===== src/rtl/ldpcenc_pack_if.sv =====
// Byte-in / 27-bit-word-out handshake bundle between the upstream source,
// the LDPC input packer and the encoder.
interface ldpcenc_pack_if;
  logic        vld_in;
  logic        sop_in;
  logic [3:0]  mode_in;
  logic [7:0]  byte_in;
  logic        rdy_in;
  logic        vld_out;
  logic        sop_out;
  logic [3:0]  mode_out;
  logic [26:0] data_out;
  logic        rdy_out;
  logic        err_out;

  modport slave (
    input  vld_in, sop_in, mode_in, byte_in, rdy_out,
    output rdy_in, vld_out, sop_out, mode_out, data_out, err_out
  );

  modport master (
    output vld_in, sop_in, mode_in, byte_in, rdy_out,
    input  rdy_in, vld_out, sop_out, mode_out, data_out, err_out
  );
endinterface


===== src/rtl/ldpcenc_pack.sv =====
// Packs an LSB-first byte stream of LDPC information bits into 27-bit words
// for the encoder; word/byte counts per codeword come from the mode tables.
module ldpcenc_pack (
  input  logic           clk,
  input  logic           srst,
  ldpcenc_pack_if.slave  bus
);

  localparam logic [1:0] S_IDLE  = 2'd0;
  localparam logic [1:0] S_RECV  = 2'd1;
  localparam logic [1:0] S_FLUSH = 2'd2;

  // Reserved length code 3 aliases to the 648-bit codeword.
  function automatic logic [5:0] f_words(input logic [3:0] m);
    logic [1:0] len;
    len = (m[3:2] == 2'd3) ? 2'd0 : m[3:2];
    case ({len, m[1:0]})
      4'd0:    f_words = 6'd12;
      4'd1:    f_words = 6'd16;
      4'd2:    f_words = 6'd18;
      4'd3:    f_words = 6'd20;
      4'd4:    f_words = 6'd24;
      4'd5:    f_words = 6'd32;
      4'd6:    f_words = 6'd36;
      4'd7:    f_words = 6'd40;
      4'd8:    f_words = 6'd36;
      4'd9:    f_words = 6'd48;
      4'd10:   f_words = 6'd54;
      4'd11:   f_words = 6'd60;
      default: f_words = 6'd12;
    endcase
  endfunction

  function automatic logic [7:0] f_bytes(input logic [3:0] m);
    logic [1:0] len;
    len = (m[3:2] == 2'd3) ? 2'd0 : m[3:2];
    case ({len, m[1:0]})
      4'd0:    f_bytes = 8'd41;
      4'd1:    f_bytes = 8'd54;
      4'd2:    f_bytes = 8'd61;
      4'd3:    f_bytes = 8'd68;
      4'd4:    f_bytes = 8'd81;
      4'd5:    f_bytes = 8'd108;
      4'd6:    f_bytes = 8'd122;
      4'd7:    f_bytes = 8'd135;
      4'd8:    f_bytes = 8'd122;
      4'd9:    f_bytes = 8'd162;
      4'd10:   f_bytes = 8'd183;
      4'd11:   f_bytes = 8'd203;
      default: f_bytes = 8'd41;
    endcase
  endfunction

  logic [1:0]  r_state;
  logic [34:0] r_acc;
  logic [5:0]  r_nbits;
  logic [7:0]  r_bcnt;
  logic [5:0]  r_wcnt;
  logic [3:0]  r_mode;
  logic        r_err;

  logic        w_accept;
  logic        w_xfer;
  logic [34:0] w_acc_sh;
  logic [5:0]  w_nb_sh;
  logic [34:0] w_acc_wr;

  assign bus.vld_out  = (r_state != S_IDLE) && (r_nbits >= 6'd27) && (r_wcnt != 6'd0);
  assign bus.sop_out  = bus.vld_out && (r_wcnt == f_words(r_mode));
  assign bus.data_out = r_acc[26:0];
  assign bus.mode_out = r_mode;
  assign bus.err_out  = r_err;
  assign bus.rdy_in   = !srst && ((r_state == S_IDLE) ||
                                  ((r_state == S_RECV) && (r_nbits < 6'd27)));

  assign w_accept = bus.vld_in && bus.rdy_in;
  assign w_xfer   = bus.vld_out && bus.rdy_out;

  // Bits above nbits are always zero, so a new byte can simply be OR-ed in.
  assign w_acc_sh = w_xfer ? (r_acc >> 27) : r_acc;
  assign w_nb_sh  = w_xfer ? (r_nbits - 6'd27) : r_nbits;
  assign w_acc_wr = w_acc_sh | ({27'd0, bus.byte_in} << w_nb_sh);

  always_ff @(posedge clk) begin
    if (srst) begin
      r_state <= S_IDLE;
      r_acc   <= '0;
      r_nbits <= '0;
      r_bcnt  <= '0;
      r_wcnt  <= '0;
      r_mode  <= '0;
      r_err   <= 1'b0;
    end else begin
      r_err <= 1'b0;
      case (r_state)
        S_IDLE: begin
          if (w_accept) begin
            if (bus.sop_in) begin
              r_mode  <= bus.mode_in;
              r_acc   <= {27'd0, bus.byte_in};
              r_nbits <= 6'd8;
              r_bcnt  <= f_bytes(bus.mode_in) - 8'd1;
              r_wcnt  <= f_words(bus.mode_in);
              r_state <= S_RECV;
            end else begin
              r_err <= 1'b1;
            end
          end
        end
        S_RECV: begin
          if (w_accept) begin
            r_acc   <= w_acc_wr;
            r_nbits <= w_nb_sh + 6'd8;
            r_bcnt  <= r_bcnt - 8'd1;
            if (bus.sop_in) r_err <= 1'b1;
            if (r_bcnt == 8'd1) r_state <= S_FLUSH;
          end else if (w_xfer) begin
            r_acc   <= w_acc_sh;
            r_nbits <= w_nb_sh;
          end
          if (w_xfer) r_wcnt <= r_wcnt - 6'd1;
        end
        S_FLUSH: begin
          if (w_xfer) begin
            r_wcnt <= r_wcnt - 6'd1;
            // Last word: leftover pad bits of the final byte are discarded.
            if (r_wcnt == 6'd1) begin
              r_acc   <= '0;
              r_nbits <= '0;
              r_state <= S_IDLE;
            end else begin
              r_acc   <= w_acc_sh;
              r_nbits <= w_nb_sh;
            end
          end
        end
        default: r_state <= S_IDLE;
      endcase
    end
  end

endmodule


===== src/flat_wrapper.sv =====
// flat-port wrapper written by rule: the top's interface ports become plain ports
module ldpcenc_pack_flat 
  (clk, srst, bus_vld_in, bus_sop_in, bus_mode_in, bus_byte_in, bus_rdy_out, bus_rdy_in, bus_vld_out, bus_sop_out, bus_mode_out, bus_data_out, bus_err_out);
  ldpcenc_pack_if bus_i ();
  input  logic clk;
  input  logic srst;
  input wire logic [$bits(bus_i.vld_in)-1:0] bus_vld_in;
  input wire logic [$bits(bus_i.sop_in)-1:0] bus_sop_in;
  input wire logic [$bits(bus_i.mode_in)-1:0] bus_mode_in;
  input wire logic [$bits(bus_i.byte_in)-1:0] bus_byte_in;
  input wire logic [$bits(bus_i.rdy_out)-1:0] bus_rdy_out;
  output wire logic [$bits(bus_i.rdy_in)-1:0] bus_rdy_in;
  output wire logic [$bits(bus_i.vld_out)-1:0] bus_vld_out;
  output wire logic [$bits(bus_i.sop_out)-1:0] bus_sop_out;
  output wire logic [$bits(bus_i.mode_out)-1:0] bus_mode_out;
  output wire logic [$bits(bus_i.data_out)-1:0] bus_data_out;
  output wire logic [$bits(bus_i.err_out)-1:0] bus_err_out;
  assign bus_i.vld_in = bus_vld_in;
  assign bus_i.sop_in = bus_sop_in;
  assign bus_i.mode_in = bus_mode_in;
  assign bus_i.byte_in = bus_byte_in;
  assign bus_i.rdy_out = bus_rdy_out;
  assign bus_rdy_in = bus_i.rdy_in;
  assign bus_vld_out = bus_i.vld_out;
  assign bus_sop_out = bus_i.sop_out;
  assign bus_mode_out = bus_i.mode_out;
  assign bus_data_out = bus_i.data_out;
  assign bus_err_out = bus_i.err_out;
  ldpcenc_pack u_core (.clk(clk), .srst(srst), .bus(bus_i));
endmodule

===== config.mk =====
export PLATFORM = sky130hd
export DESIGN_NAME = ldpcenc_pack_flat
export DESIGN_NICKNAME = d
export VERILOG_FILES = /design/src/rtl/ldpcenc_pack_if.sv /design/src/rtl/ldpcenc_pack.sv /design/src/flat_wrapper.sv
export SDC_FILE = /design/constraint.sdc
export NUM_CORES = 1
export LEC_CHECK = 0
export BUFFER_PORTS_ARGS = -buffer_cell sky130_fd_sc_hd__buf_4
export CAP_MARGIN = 40
export CORE_MARGIN = 2
export CORE_UTILIZATION = 60
export DETAILED_ROUTE_END_ITERATION = 8
export PLACE_DENSITY_LB_ADDON = 0.12
export SLEW_MARGIN = 20
export SYNTH_ARGS = -nofsm -noshare
export SYNTH_HDL_FRONTEND = slang
export SYNTH_SLANG_ARGS = --single-unit
export TNS_END_PERCENT = 20

===== constraint.sdc =====
create_clock -name clk -period 3 [get_ports clk]
set_input_delay 0.45 -clock clk [delete_from_list [all_inputs] [get_ports clk]]
set_output_delay 0.45 -clock clk [all_outputs]
set_load 0.005 [all_outputs]

Yosys cells after proc, flatten, opt, wreduce, memory -nomap -nowiden
Memory sizes are Yosys's and may differ from the RTL's.
Cells that the tools add are included.
{"block": "classes", "add_sub_neg": 5, "reduce_logical": 21, "muxes": 42, "n_bitwise": 1, "eq_ne": 15, "shifts": 1, "n_lt_le_gt_ge": 2}
{"op": "2-to-1 mux 35 bit", "count": 7}
{"op": "case mux 35 bit (3 select lines)", "count": 1}
{"op": "2-to-1 mux 6 bit", "count": 10}
{"op": "2-to-1 mux 8 bit", "count": 7}
{"op": "bitwise OR 35 bit", "count": 1}
{"op": "<< shifter 8 x 6 -> 35 bit", "count": 1}
{"op": "case mux 6 bit (3 select lines)", "count": 1}
{"op": "2-to-1 mux 2 bit", "count": 8}
{"op": "case mux 8 bit (2 select lines)", "count": 1}
{"op": "subtractor 8 x 1 -> 8 bit (second input constant)", "count": 2}
{"op": "case mux 6 bit (2 select lines)", "count": 1}
{"op": "inequality test 2 x 1 -> 1 bit (second input constant)", "count": 5}
{"op": "equality test 8 x 1 -> 1 bit (second input constant)", "count": 1}
{"op": "AND reduction 4 bit", "count": 2}
{"op": "logical AND 1 bit", "count": 7}
{"op": "adder 6 x 4 -> 6 bit (second input constant)", "count": 1}
{"op": "equality test 2 bit (second input constant)", "count": 3}
{"op": "equality test 6 x 1 -> 1 bit (second input constant)", "count": 1}
{"op": "equality test 6 bit", "count": 1}
{"op": ">= comparator 6 x 5 -> 1 bit (second input constant)", "count": 1}
{"op": "less-than comparator 6 x 5 -> 1 bit (second input constant)", "count": 1}
{"op": "case mux 2 bit (3 select lines)", "count": 1}
{"op": "AND reduction 6 bit", "count": 1}
{"op": "nonzero test 2 bit", "count": 3}
{"op": "15 further kinds", "count": 19}
{"block": "totals", "memories": 3, "rom_bits": 288, "ff_bits": 62}
{"name": "(no name shown)", "depth": 16, "word_bits": 8, "rd": 1, "rd_ports_with_merged_regs": 0, "wr": 0, "line_no": "ldpcenc_pack.sv:37", "rtl": "case ({len, m[1:0]})"}
{"name": "(no name shown)", "depth": 16, "word_bits": 5, "rd": 1, "rd_ports_with_merged_regs": 0, "wr": 0, "line_no": "ldpcenc_pack.sv:17", "rtl": "case ({len, m[1:0]})"}
{"name": "(no name shown)", "depth": 16, "word_bits": 5, "rd": 1, "rd_ports_with_merged_regs": 0, "wr": 0, "line_no": "ldpcenc_pack.sv:17"}

Depth between registers and ports, before layout
{"block": "logic_depth", "word_depth": 12, "depth_mapped": 15, "ltp_nobuf": 13}

Worst setup path after synthesis
No wires, ideal clock.
{"block": "synth_timing", "path_type": "register -> register", "start": "register u_core.r_wcnt[1]", "end": "register u_core.r_nbits[4]", "setup_slack_ps": 377, "stages_incl_launch_ff": 14, "arrival_ps": 2495, "path_buffers": 2, "synth_period_minus_slack_ps": 2623, "setup_time_ps": 128, "cell_sequence": "dfxtp_1 -> inv_1 -> ha_1 -> or3b_1 -> buf_6 -> nor2_1 -> and4bb_1 -> xnor2_2 -> inv_1 -> buf_2 -> ha_1 -> a22o_1 -> a22oi_1 -> nor2_1"}
{"block": "synth_between", "elab_chain_len": 7}
{"element": "from (decl)", "line_no": "ldpcenc_pack.sv:58", "rtl": "logic [5:0] r_wcnt;"}
{"element": "from (signal assigned)", "line_no": "ldpcenc_pack.sv:103", "rtl": "r_wcnt <= f_words(bus.mode_in);"}
{"element": "from (signal assigned)", "line_no": "ldpcenc_pack.sv:121", "rtl": "if (w_xfer) r_wcnt <= r_wcnt - 6'd1;"}
{"element": "from (signal assigned)", "line_no": "ldpcenc_pack.sv:125", "rtl": "r_wcnt <= r_wcnt - 6'd1;"}
{"element": "nonzero test 6 bit", "line_no": "ldpcenc_pack.sv:68", "rtl": "assign bus.vld_out = (r_state != S_IDLE) && (r_nbits >= 6'd27) && (r_wcnt != 6'd0);"}
{"element": "logical AND 1 bit", "line_no": "ldpcenc_pack.sv:68"}
{"element": "logical AND 1 bit", "line_no": "ldpcenc_pack.sv:77", "rtl": "assign w_xfer = bus.vld_out && bus.rdy_out;"}
{"element": "2-to-1 mux 6 bit", "line_no": "ldpcenc_pack.sv:81", "rtl": "assign w_nb_sh = w_xfer ? (r_nbits - 6'd27) : r_nbits;"}
{"element": "adder 6 x 4 -> 6 bit (tied with other cells)", "line_no": "ldpcenc_pack.sv:113", "rtl": "r_nbits <= w_nb_sh + 6'd8;"}
{"element": "2-to-1 mux 6 bit, on equally long branches", "line_no": "ldpcenc_pack.sv:111, ldpcenc_pack.sv:124"}
{"element": "case mux 6 bit (3 select lines)", "line_no": "ldpcenc_pack.sv:95", "rtl": "case (r_state)"}
{"element": "to (signal assigned)", "line_no": "ldpcenc_pack.sv:113"}
{"element": "to (signal assigned)", "line_no": "ldpcenc_pack.sv:119", "rtl": "r_nbits <= w_nb_sh;"}
{"element": "to (signal assigned)", "line_no": "ldpcenc_pack.sv:133", "rtl": "r_nbits <= w_nb_sh;"}
{"element": "to (decl)", "line_no": "ldpcenc_pack.sv:56", "rtl": "logic [5:0] r_nbits;"}
Parallel ways exist; a longest one is shown, timed or not. The select of a mux whose other input is x is not followed.
A chain may end at the register's enable or synchronous reset.

Worst setup path in the final report
{"block": "layout_timing", "start": "register u_core.r_wcnt[0]", "end": "register u_core.r_acc[13]"}
{"block": "layout_between", "elab_chain_len": 8}
{"element": "nonzero test 6 bit", "line_no": "ldpcenc_pack.sv:68"}
{"element": "logical AND 1 bit", "line_no": "ldpcenc_pack.sv:68"}
{"element": "logical AND 1 bit", "line_no": "ldpcenc_pack.sv:77"}
{"element": "2-to-1 mux 6 bit", "line_no": "ldpcenc_pack.sv:81"}
{"element": "<< shifter 8 x 6 -> 35 bit", "line_no": "ldpcenc_pack.sv:82", "rtl": "assign w_acc_wr = w_acc_sh | ({27'd0, bus.byte_in} << w_nb_sh);"}
{"element": "bitwise OR 35 bit", "line_no": "ldpcenc_pack.sv:82"}
{"element": "2-to-1 mux 35 bit", "line_no": "ldpcenc_pack.sv:111", "rtl": "if (w_accept) begin"}
{"element": "case mux 35 bit (3 select lines)", "line_no": "ldpcenc_pack.sv:95"}
{"element": "to (signal assigned)", "line_no": "ldpcenc_pack.sv:100", "rtl": "r_acc <= {27'd0, bus.byte_in};"}
{"element": "to (signal assigned)", "line_no": "ldpcenc_pack.sv:112", "rtl": "r_acc <= w_acc_wr;"}
{"element": "to (signal assigned)", "line_no": "ldpcenc_pack.sv:118", "rtl": "r_acc <= w_acc_sh;"}
{"element": "to (decl)", "line_no": "ldpcenc_pack.sv:55", "rtl": "logic [34:0] r_acc;"}
Parallel ways exist; a longest one is shown, timed or not. The select of a mux whose other input is x is not followed.

==> results.cfg <==
[yosys]
synth_top_cell_by_area = dfxtp_1
synthDominantCellAreaShare_pct = 25.5
synthesis.area_sq_um = 4870
yosysWarnings = 0
yosysSeqAreaShare_pct = 25.5
async_flop_share_pct = 0
synth-main-ff-cell = dfxtp_1
synth_edf_count = 0
ys_seq_elements = 62
syn_nets = 682
yosysUniqueCellTypes = 74
synthCells = 644
avgSynthCellArea_sq_um = 7.56
synth_area_leaders = dfxtp_1, ha_1, a21oi_1

[sta]
whs_ns = 0.360
tns_ns = 0
slew_violations = 0
finalSetupViolations = 0
tightest_slew_ns = 0.707
post-route-period-util_pct = 96.8
hold_violations = 0
finalClockSkew_ns = 0.0124
relSlewSlack_pct = 52.8
rsz0062_at_grt = no
timing.fmax_mhz = 344
period_needed_ns = 2.91

[routing]
routedWlPerCell_um = 19.4
drt_iter0_markers = 626
postRouteAntennaNets = 0
drtPass1Iterations = 6
routed_via_density = 6.56
drc_errors = 0
wl_um = 15300
vias = 5183

[cts]
cts.sink_count = 62
h-tree-depth = 3
clkSlewWorstSetupHoldPaths_ns = 0.08
clkLatencyLatePin_ns = 0.36
cts_made_buffers = 9
cts_buffer_depth = 2
tritoncts = yes
root_buffer = clkbuf_8

[hold_path]
hold_class = input pin to flop

[finish]
diodes = 0
nets = 721
area_growth_pct = 14.5
layout-drive-gt1-share_pct = 19.9
final_cells = 790
n_fill_cell = 636
final_util_pct = 71.4

[die]
io_pins = 52
dieArea_sq_um = 8850
start_util_pct = 62.4
die_x_um = 94.1
die-height_um = 94.1
core-area_sq_um = 7810
num_rows = 32

[setup_path]
crit_chain = inv_1 > ha_1 > or3b_4 > nor3_4 > a2111oi_1 > buf_4 > a21oi_1 > o22ai_1 > o21ai_0 > a211oi_1
critPathLaunchType = flop
cp_slowest_cell = a2111oi_1
cp_max_fo = 6
critPathMaxStageDelay_ns = 0.57
worstPathArrival_ns = 3.17
required_ns = 3.26
crit_path_end_kind = flop
critPathKind = flop to flop

[global_route]
grt_pass1_wl_um = 24000
grt_use_total_pct = 35.1
gr-total-overflow = 0
antenna_found_initial = 0
first_global_vias = 4596
grt_max_degree = 29

[run_status]
status = finished, final reports clean

[place]
gp_congestion = 1.02
io_buffers = 51
dp_hpwl_um = 11400
dp_cells = 773

[power]
power_density_nw_per_um2 = 653
worst_ir_drop_vdd_mv = 0.420
total_leakage_power_uw = 0.00220
finalPower_uw = 3640

[flow_run]
cap_violations = 0
[worst paths after layout]
kind	start	end	slack, ns	depth (start not counted)
max	u_core.r_wcnt[0]	u_core.r_acc[13]	0.09	10
min	bus_vld_in	u_core.bus.err_out	0.36	2
max reg2reg	u_core.r_wcnt[0]	u_core.r_acc[13]	0.09	10
min reg2reg	u_core.r_acc[31]	u_core.r_acc[31]	0.46	2
[layer usage]
metal | GRT usage, % | up-vias | part of all wire [%]
met5 | 0 | - | 0
met4 | 10.1 | 0 | 2.2
met3 | 10.3 | 36 | 13
met2 | 48.3 | 321 | 41
met1 | 52.3 | 2390 | 45
li1 | - | 2436 | -
[state kept, by name, indices dropped and copies added (netlist names)]
signal and flops:
u_core.r_nbits 6, u_core.bus.mode_out 4, u_core.bus.err_out 1, u_core.r_acc 35, u_core.r_wcnt 6, u_core.r_state 2
u_core.r_bcnt 8
[area by class of cell]
cell class / instances / area (sq um) / share of cell area (%)
clock inverter: 7 / 96.3 / 1.73
inverter: 25 / 93.8 / 1.68
multi-input combinational: 491 / 3190 / 57.2
sequential: 62 / 1240 / 22.3
clock buffer: 9 / 124 / 2.22
tap: 102 / 128 / 2.29
timing repair buffer: 94 / 706 / 12.7
[timing repair]
action | 4_1_cts | 5_1_grt
endpoints found under the hold margin | 0 | 0
setup buffers | 0 | 0
setup endpoints to repair | 0 | 28
resized for setup | 0 | 11
hold buffers | 0 | 0
[kinds of logic (layout without fill, tap and decap cells)]
family / Yosys count / in the layout / share of synthesized area [%]
fa+ha+maj: 21 / 21 / 5.39
flops: 62 / 62 / 25.5
xor+xnor: 14 / 14 / 2.67
buf+inv: 92 / 135 / 9.89
mux: 20 / 20 / 4.37
simple gates: 213 / 213 / 21.2
compound gates: 222 / 223 / 31.0
[metrics by stage]
stage          setup slack [ns]  cell area (sq um)
4_1_cts                  0.0718               5540
2_1_floorplan             0.377               4870
6_report                 0.0948               5580
3_5_place_dp              0.114               5320
3_3_place_gp              0.159               5320
5_1_grt                  0.0291               5580
[critical path, delay by kind of cell, from the launching register on]
kind | cells | cell delay (ns)
buf+inv | 2 | 0.32
compound gates | 5 | 1.46
fa+ha+maj | 1 | 0.25
flops | 1 | 0.40
simple gates | 2 | 0.39
[report_power, final]
part | leakage, uW | internal [uW] | switching (uW) | total, uW
combinational | 0.00159 | 672 | 1130 | 1800
sequential | 0.000502 | 911 | 89.6 | 1000
clock | 0.000102 | 468 | 373 | 841
total | 0.00220 | 2050 | 1590 | 3640
[cell usage in the layout (no fill, tap or decap), types with 4 or more instances in the layout]
cell type  Yosys  layout
and2_1         4       4
a32oi_1        5       5
a21oi_1       46      45
dfxtp_1       62      62
ha_1          21      21
nor3_1        14      14
nor2b_1        6       6
xnor2_1       11      11
a221oi_1       5       5
nand4_1        7       7
nand2b_1      10      10
a21o_1         4       4
or3_1          4       4
o21ai_0       38      36
o211ai_1       8       8
nor2_1        60      60
o31ai_1        4       4
buf_4         27      94
a211oi_1      15      15
a22oi_1       25      25
o21ai_1        4       5
nand2_1       59      58
mux2i_1       15      14
clkbuf_8       0       9
a22o_1         8       8
o22ai_1       17      17
nand3_1       21      21
nor4_1         9       9
inv_1         25      25
a31oi_1        7       7
[cell usage after synthesis, drive strengths merged, types with 4 or more instances]
cell type / instances
buf: 41
a22o: 8
a21o: 4
and2: 4
o211ai: 9
nand4: 7
o21ai: 43
o22ai: 17
ha: 21
inv: 25
a31oi: 7
dfxtp: 62
nand2b: 10
nor3: 16
mux2i: 16
or3: 4
nor2b: 6
nor2: 60
a21oi: 46
mux2: 4
a32oi: 5
a221oi: 5
a21boi: 4
xnor2: 12
nor4: 9
nand3: 21
nand2: 60
a22oi: 25
o31ai: 6
clkbuf: 26
a211oi: 16
Power figures use the tool's default switching activity.
